**src/rtl/cla_pipe_alu_add.sv**
```systemverilog
// Pipelined carry-lookahead adder/subtractor: one BLK-bit lookahead block per stage,
// carries ripple stage-to-stage through registers, whole-pipe valid/ready stall.
module cla_pipe_alu_add #(
    parameter int WIDTH = 8,
    parameter int BLK   = 4
) (
    input  logic             clk,
    input  logic             rst,
    input  logic             in_valid,
    output logic             in_ready,
    input  logic [WIDTH-1:0] a,
    input  logic [WIDTH-1:0] b,
    input  logic [1:0]       op,
    input  logic             cin,
    output logic             out_valid,
    input  logic             out_ready,
    output logic [WIDTH-1:0] sum,
    output logic             c_out,
    output logic             v_out,
    output logic             z_out,
    output logic             n_out
);

    localparam int NBLK = WIDTH / BLK;

    generate
        if ((BLK < 1) || ((WIDTH % BLK) != 0)) begin : g_param_chk
            $error("cla_pipe_alu_add: WIDTH must be a positive multiple of BLK");
        end
    endgenerate

    // Returns {carry out, carry into block MSB, block sum}.
    function automatic logic [BLK+1:0] cla_blk(input logic [BLK-1:0] x,
                                               input logic [BLK-1:0] y,
                                               input logic           ci);
        logic [BLK-1:0] p;
        logic [BLK-1:0] g;
        logic [BLK:0]   c;
        p    = x ^ y;
        g    = x & y;
        c    = {(BLK+1){1'b0}};
        c[0] = ci;
        for (int i = 0; i < BLK; i++) begin
            c[i+1] = g[i] | (p[i] & c[i]);
        end
        return {c[BLK], c[BLK-1], p ^ c[BLK-1:0]};
    endfunction

    logic                 adv_s;
    logic [WIDTH-1:0]     b_prep_s;
    logic                 c0_s;
    logic [WIDTH-1:0]     stg_a_s   [NBLK];
    logic [WIDTH-1:0]     stg_b_s   [NBLK];
    logic [WIDTH-1:0]     stg_sum_s [NBLK];
    logic [NBLK-1:0]      stg_v_s;
    logic [NBLK-1:0]      stg_c_s;
    logic [BLK+1:0]       blk_s     [NBLK];
    logic [WIDTH-1:0]     nxt_a_s   [NBLK];
    logic [WIDTH-1:0]     nxt_b_s   [NBLK];
    logic [WIDTH-1:0]     nxt_sum_s [NBLK];
    logic [NBLK-1:0]      nxt_c_s;
    logic                 v_nxt_s;
    logic                 z_nxt_s;
    logic                 n_nxt_s;
    logic [WIDTH-1:0]     pipe_a_r  [NBLK];
    logic [WIDTH-1:0]     pipe_b_r  [NBLK];
    logic [WIDTH-1:0]     pipe_sum_r[NBLK];
    logic [NBLK-1:0]      pipe_v_r;
    logic [NBLK-1:0]      pipe_c_r;
    logic                 v_r;
    logic                 z_r;
    logic                 n_r;

    // Operand preparation and the global advance condition.
    always_comb begin
        b_prep_s = op[0] ? ~b : b;
        c0_s     = op[1] ? cin : op[0];
        adv_s    = ~pipe_v_r[NBLK-1] | out_ready;
    end

    // Stage inputs: stage 0 from the ports, stage k from the registers of stage k-1.
    always_comb begin
        stg_v_s = {NBLK{1'b0}};
        stg_c_s = {NBLK{1'b0}};
        for (int k = 0; k < NBLK; k++) begin
            stg_a_s[k]   = {WIDTH{1'b0}};
            stg_b_s[k]   = {WIDTH{1'b0}};
            stg_sum_s[k] = {WIDTH{1'b0}};
        end
        stg_a_s[0] = a;
        stg_b_s[0] = b_prep_s;
        stg_v_s[0] = in_valid;
        stg_c_s[0] = c0_s;
        for (int k = 1; k < NBLK; k++) begin
            stg_a_s[k]   = pipe_a_r[k-1];
            stg_b_s[k]   = pipe_b_r[k-1];
            stg_sum_s[k] = pipe_sum_r[k-1];
            stg_v_s[k]   = pipe_v_r[k-1];
            stg_c_s[k]   = pipe_c_r[k-1];
        end
    end

    // Per-stage block evaluation; consumed operand slices are cleared as they complete.
    always_comb begin
        nxt_c_s = {NBLK{1'b0}};
        for (int k = 0; k < NBLK; k++) begin
            blk_s[k]     = cla_blk(stg_a_s[k][k*BLK +: BLK], stg_b_s[k][k*BLK +: BLK], stg_c_s[k]);
            nxt_sum_s[k] = stg_sum_s[k];
            nxt_sum_s[k][k*BLK +: BLK] = blk_s[k][BLK-1:0];
            nxt_a_s[k]   = stg_a_s[k];
            nxt_a_s[k][k*BLK +: BLK] = {BLK{1'b0}};
            nxt_b_s[k]   = stg_b_s[k];
            nxt_b_s[k][k*BLK +: BLK] = {BLK{1'b0}};
            nxt_c_s[k]   = blk_s[k][BLK+1];
        end
        v_nxt_s = blk_s[NBLK-1][BLK+1] ^ blk_s[NBLK-1][BLK];
        z_nxt_s = (nxt_sum_s[NBLK-1] == {WIDTH{1'b0}});
        n_nxt_s = nxt_sum_s[NBLK-1][WIDTH-1];
    end

    // Pipeline registers; data only loads behind a valid bundle so idle outputs hold.
    always_ff @(posedge clk) begin
        if (rst) begin
            pipe_v_r <= {NBLK{1'b0}};
            pipe_c_r <= {NBLK{1'b0}};
            for (int k = 0; k < NBLK; k++) begin
                pipe_a_r[k]   <= {WIDTH{1'b0}};
                pipe_b_r[k]   <= {WIDTH{1'b0}};
                pipe_sum_r[k] <= {WIDTH{1'b0}};
            end
            v_r <= 1'b0;
            z_r <= 1'b0;
            n_r <= 1'b0;
        end else if (adv_s) begin
            for (int k = 0; k < NBLK; k++) begin
                pipe_v_r[k] <= stg_v_s[k];
                if (stg_v_s[k]) begin
                    pipe_a_r[k]   <= nxt_a_s[k];
                    pipe_b_r[k]   <= nxt_b_s[k];
                    pipe_sum_r[k] <= nxt_sum_s[k];
                    pipe_c_r[k]   <= nxt_c_s[k];
                end
            end
            if (stg_v_s[NBLK-1]) begin
                v_r <= v_nxt_s;
                z_r <= z_nxt_s;
                n_r <= n_nxt_s;
            end
        end
    end

    assign in_ready  = adv_s;
    assign out_valid = pipe_v_r[NBLK-1];
    assign sum       = pipe_sum_r[NBLK-1];
    assign c_out     = pipe_c_r[NBLK-1];
    assign v_out     = v_r;
    assign z_out     = z_r;
    assign n_out     = n_r;

endmodule

```
**config.mk**
```make
export PLATFORM = sky130hd
export DESIGN_NAME = cla_pipe_alu_add
export DESIGN_NICKNAME = d
export VERILOG_FILES = /design/src/rtl/cla_pipe_alu_add.sv
export SDC_FILE = /design/constraint.sdc
export NUM_CORES = 1
export LEC_CHECK = 0
export CORE_ASPECT_RATIO = 0.75
export CORE_MARGIN = 4
export CORE_UTILIZATION = 35
export DETAILED_ROUTE_END_ITERATION = 7
export GPL_TIMING_DRIVEN = 0
export PLACE_DENSITY_LB_ADDON = 0.1
export SYNTH_ARGS = -nofsm -noshare
export SYNTH_HDL_FRONTEND = slang
export SYNTH_SLANG_ARGS = --single-unit
```
**constraint.sdc**
```tcl
create_clock -name clk -period 2.75 [get_ports clk]
set_input_delay 0.55 -clock clk [delete_from_list [all_inputs] [get_ports clk]]
set_output_delay 0.55 -clock clk [all_outputs]
set_load 0.005 [all_outputs]
```
==> out/qor.csv <==
stage,metric,value,unit
synthesis,synth_top_cell_by_area,edfxtp_1,
cts,cts_sinks,27,
synthesis,postSynthAreaPerCell,12.5,um2
sta,slew_violations,0,
detailed_routing,drt_iter0_drc,53,
cts,insertion_delay,0.27,ns
sta,hold_ws,0.484,ns
setup_path,arrival,2.71,ns
detailed_routing,wl_met3,114,um
setup_path,crit_path_end_kind,register,
cts,cts-buffers-inserted,3,
hold_path,hp-class,reg -> reg,
cts,path_clk_slew,0.09,ns
detailed_routing,wl_met2,1300,um
floorplanning,die_h,62.0,um
detailed_routing,viasPerCell,4.34,
power_and_ir_drop,p_sw,0.227,mW
cts,htree_levels,1,
placed_design,hpwl,1990,um
sta,final.period_utilization,0.970,
final_layout,syn_to_final_growth,36.0,%
power_and_ir_drop,power_density,500,mW/mm2
cts,cts_root_buf,clkbuf_8,
cts,ctsHoldBuffers,0,
detailed_routing,drtPass1Iterations,2,
floorplanning,rows,19,
global_routing,antenna_found_initial,0,
synthesis,yosys.cell_types.count,28,
outcome,status,"finished, final reports clean",
final_layout,insertedDiodeCount,0,
detailed_routing,drt_wl_total,2510,um
global_routing,grt_pass1_wl,3950,um
detailed_routing,wl_per_cell,12.5,um
synthesis,synth_area,0.00136,mm2
final_layout,layout-drive-gt1-share,0.155,
sta,setup_violations,0,
final_layout,instances_no_fill,200,
sta,worstMarginPinSlew,0.572,ns
detailed_routing,vias,868,
power_and_ir_drop,ir_worst_vdd,0.000241,V
setup_path,start_kind,input pin,
synthesis,seq_area_frac_synth,0.545,
final_layout,nets,180,
sta,period_minus_slack,2.67,ns
job,maxCapViolations,0,
final_layout,utilization,0.498,
sta,finalHoldViolations,0,
final_layout,postLayoutCellArea,0.00185,mm2
sta,fin_skew,0.00327,ns
global_routing,grt_pass1_vias,875,
power_and_ir_drop,intPower,0.697,mW
floorplanning,dieArea,0.00495,mm2
synthesis,synthCells,109,
synthesis,synth_seq_cells,27,
floorplanning,die_w,79.9,um
setup_path,cp_max_fo,1,
global_routing,grt_usage,0.108,
synthesis,yosys_warnings,0,
floorplanning,design.portCount,37,
power_and_ir_drop,p_seq_frac,0.535,
setup_path,timing_worst_setup_path_type,in -> reg,
sta,rsz0062_at_grt,no,
sta,max_freq,0.375,GHz
power_and_ir_drop,p_leak,0.718,nW
floorplanning,core_area,0.00371,mm2
detailed_routing,final_antenna_net_count,0,
final_layout,final_common_cell,clkdlybuf4s50_1,
floorplanning,start_util,0.366,
power_and_ir_drop,switching_share,0.246,
final_layout,most-common-layout-cells,"clkdlybuf4s50_1, edfxtp_1, inv_1",
detailed_routing,drt-met1-wl,1070,um
synthesis,synth_top_area_share,0.442,
placed_design,io_buffer_count,35,
detailed_routing,highest_layer,met4,
synthesis,synth.area.top_cells,"edfxtp_1, fa_1, dfxtp_1, xnor2_1, and2_1",
power_and_ir_drop,clkPwrFrac,0.244,
global_routing,grt.overflow.total,0,
cts,cts_tree,done,
setup_path,required,2.79,ns
power_and_ir_drop,p_comb_frac,0.221,
global_routing,grt_max_degree,16,
placed_design,dp.cells,196,
synthesis,syn-num-nets,140,
sta,slew_headroom,0.619,
cts,clk_path_buf_depth,2,
detailed_routing,drc,0,
placed_design,dpl_cell_area,0.00178,mm2
placed_design,place.gp.congestion,0.802,
-- critical path, cell delays in order --
cell           delay (ns)
dlygate4sd2_1        0.26
xnor2_2              0.14
fa_2                 0.37
fa_2                 0.41
fa_2                 0.39
inv_2                0.07
fa_1                 0.37
and2_1               0.14
-- state kept, by name (all words and copies together), names as in the netlist --
register	cells
pipe_sum_r	12
pipe_a_r	4
pipe_b_r	4
pipe_c_r	2
pipe_v_r	2
n_out	1
v_out	1
z_out	1
-- synthesized netlist by cell type --
master    number
a21o_1         2
a21oi_1        7
a311oi_1       2
and2_1        11
buf_2          2
buf_4          1
buf_6          2
clkbuf_2       1
dfxtp_1        7
edfxtp_1      20
fa_1           8
inv_1         13
mux2i_1        1
nand2_1        2
nand2b_1       1
nand3_1        2
nand4_1        1
nor2_1         4
nor2_2         5
nor2_4         1
nor2b_4        1
nor3_1         1
nor4_1         1
nor4bb_1       1
o21ai_0        2
or3_1          1
xnor2_1        8
xor2_1         1
-- metrics by stage --
step,setup WS [ns],setup TNS (ns),power [mW]
floorplan,0.00423,0,0.612
global placement,-0.307,-0.307,0.703
detailed placement,-0.322,-0.322,0.708
CTS,0.0138,0,0.932
global route,0.00995,0,0.980
finish,0.0825,0,0.924
-- cell type report --
class,instances,area (um2)
Tap cell,52,65.1
Sequential cell,27,741
Multi-Input combinational cell,63,543
Clock buffer,3,41.3
Buffer,6,47.5
Inverter,13,48.8
Clock inverter,1,5.00
Fill cell,351,1860
Timing Repair Buffer,35,357
-- final timing paths --
kind	slack [ns]	endpoint	depth (start not counted)	start
setup / recovery	0.08	pipe_sum_r[0][3]$_SDFFCE_PN0P_	8	b[0]
hold reg to reg	0.48	v_out$_SDFFE_PP0P_	2	v_out$_SDFFE_PP0P_
setup reg to reg	0.27	z_out$_SDFFE_PP0P_	10	pipe_b_r[0][4]$_SDFFCE_PN0P_
hold / removal	0.48	v_out$_SDFFE_PP0P_	2	v_out$_SDFFE_PP0P_
-- timing repair --
item	4_1_cts	5_1_grt
endpoints found under the setup margin	1	1
cloned	0	0
gates resized for setup	2	6
pin swaps	0	4
buffers inserted	0	0
-- power by group through the flow --
stage	logic (mW)	registers (mW)	clock network, mW
global placement	0.201	0.503	0
CTS	0.205	0.495	0.232
floorplan	0.109	0.503	0
detailed placement	0.203	0.505	0
global route	0.231	0.499	0.250
finish	0.205	0.494	0.225
-- cells by family (layout without fill, tap and decap cells) --
family,count (synthesis),after routing,share of synthesized area
AND/OR/NAND/NOR,32,32,0.145
flip-flops,27,27,0.545
buffers and inverters,19,58,0.0691
AO/OA/AOI/OAI,13,13,0.0571
XOR/XNOR,9,9,0.0580
adder cells (fa/ha/maj),8,8,0.118
multiplexers,1,1,0.00737
-- layer usage --
layer	GRT usage	vias to the layer above
li1	-	435
met1	0.130	410
met2	0.195	20
met3	0.0303	3
met4	0.0289	0
met5	0	-
No activity file was read; power rests on OpenSTA's default activity.
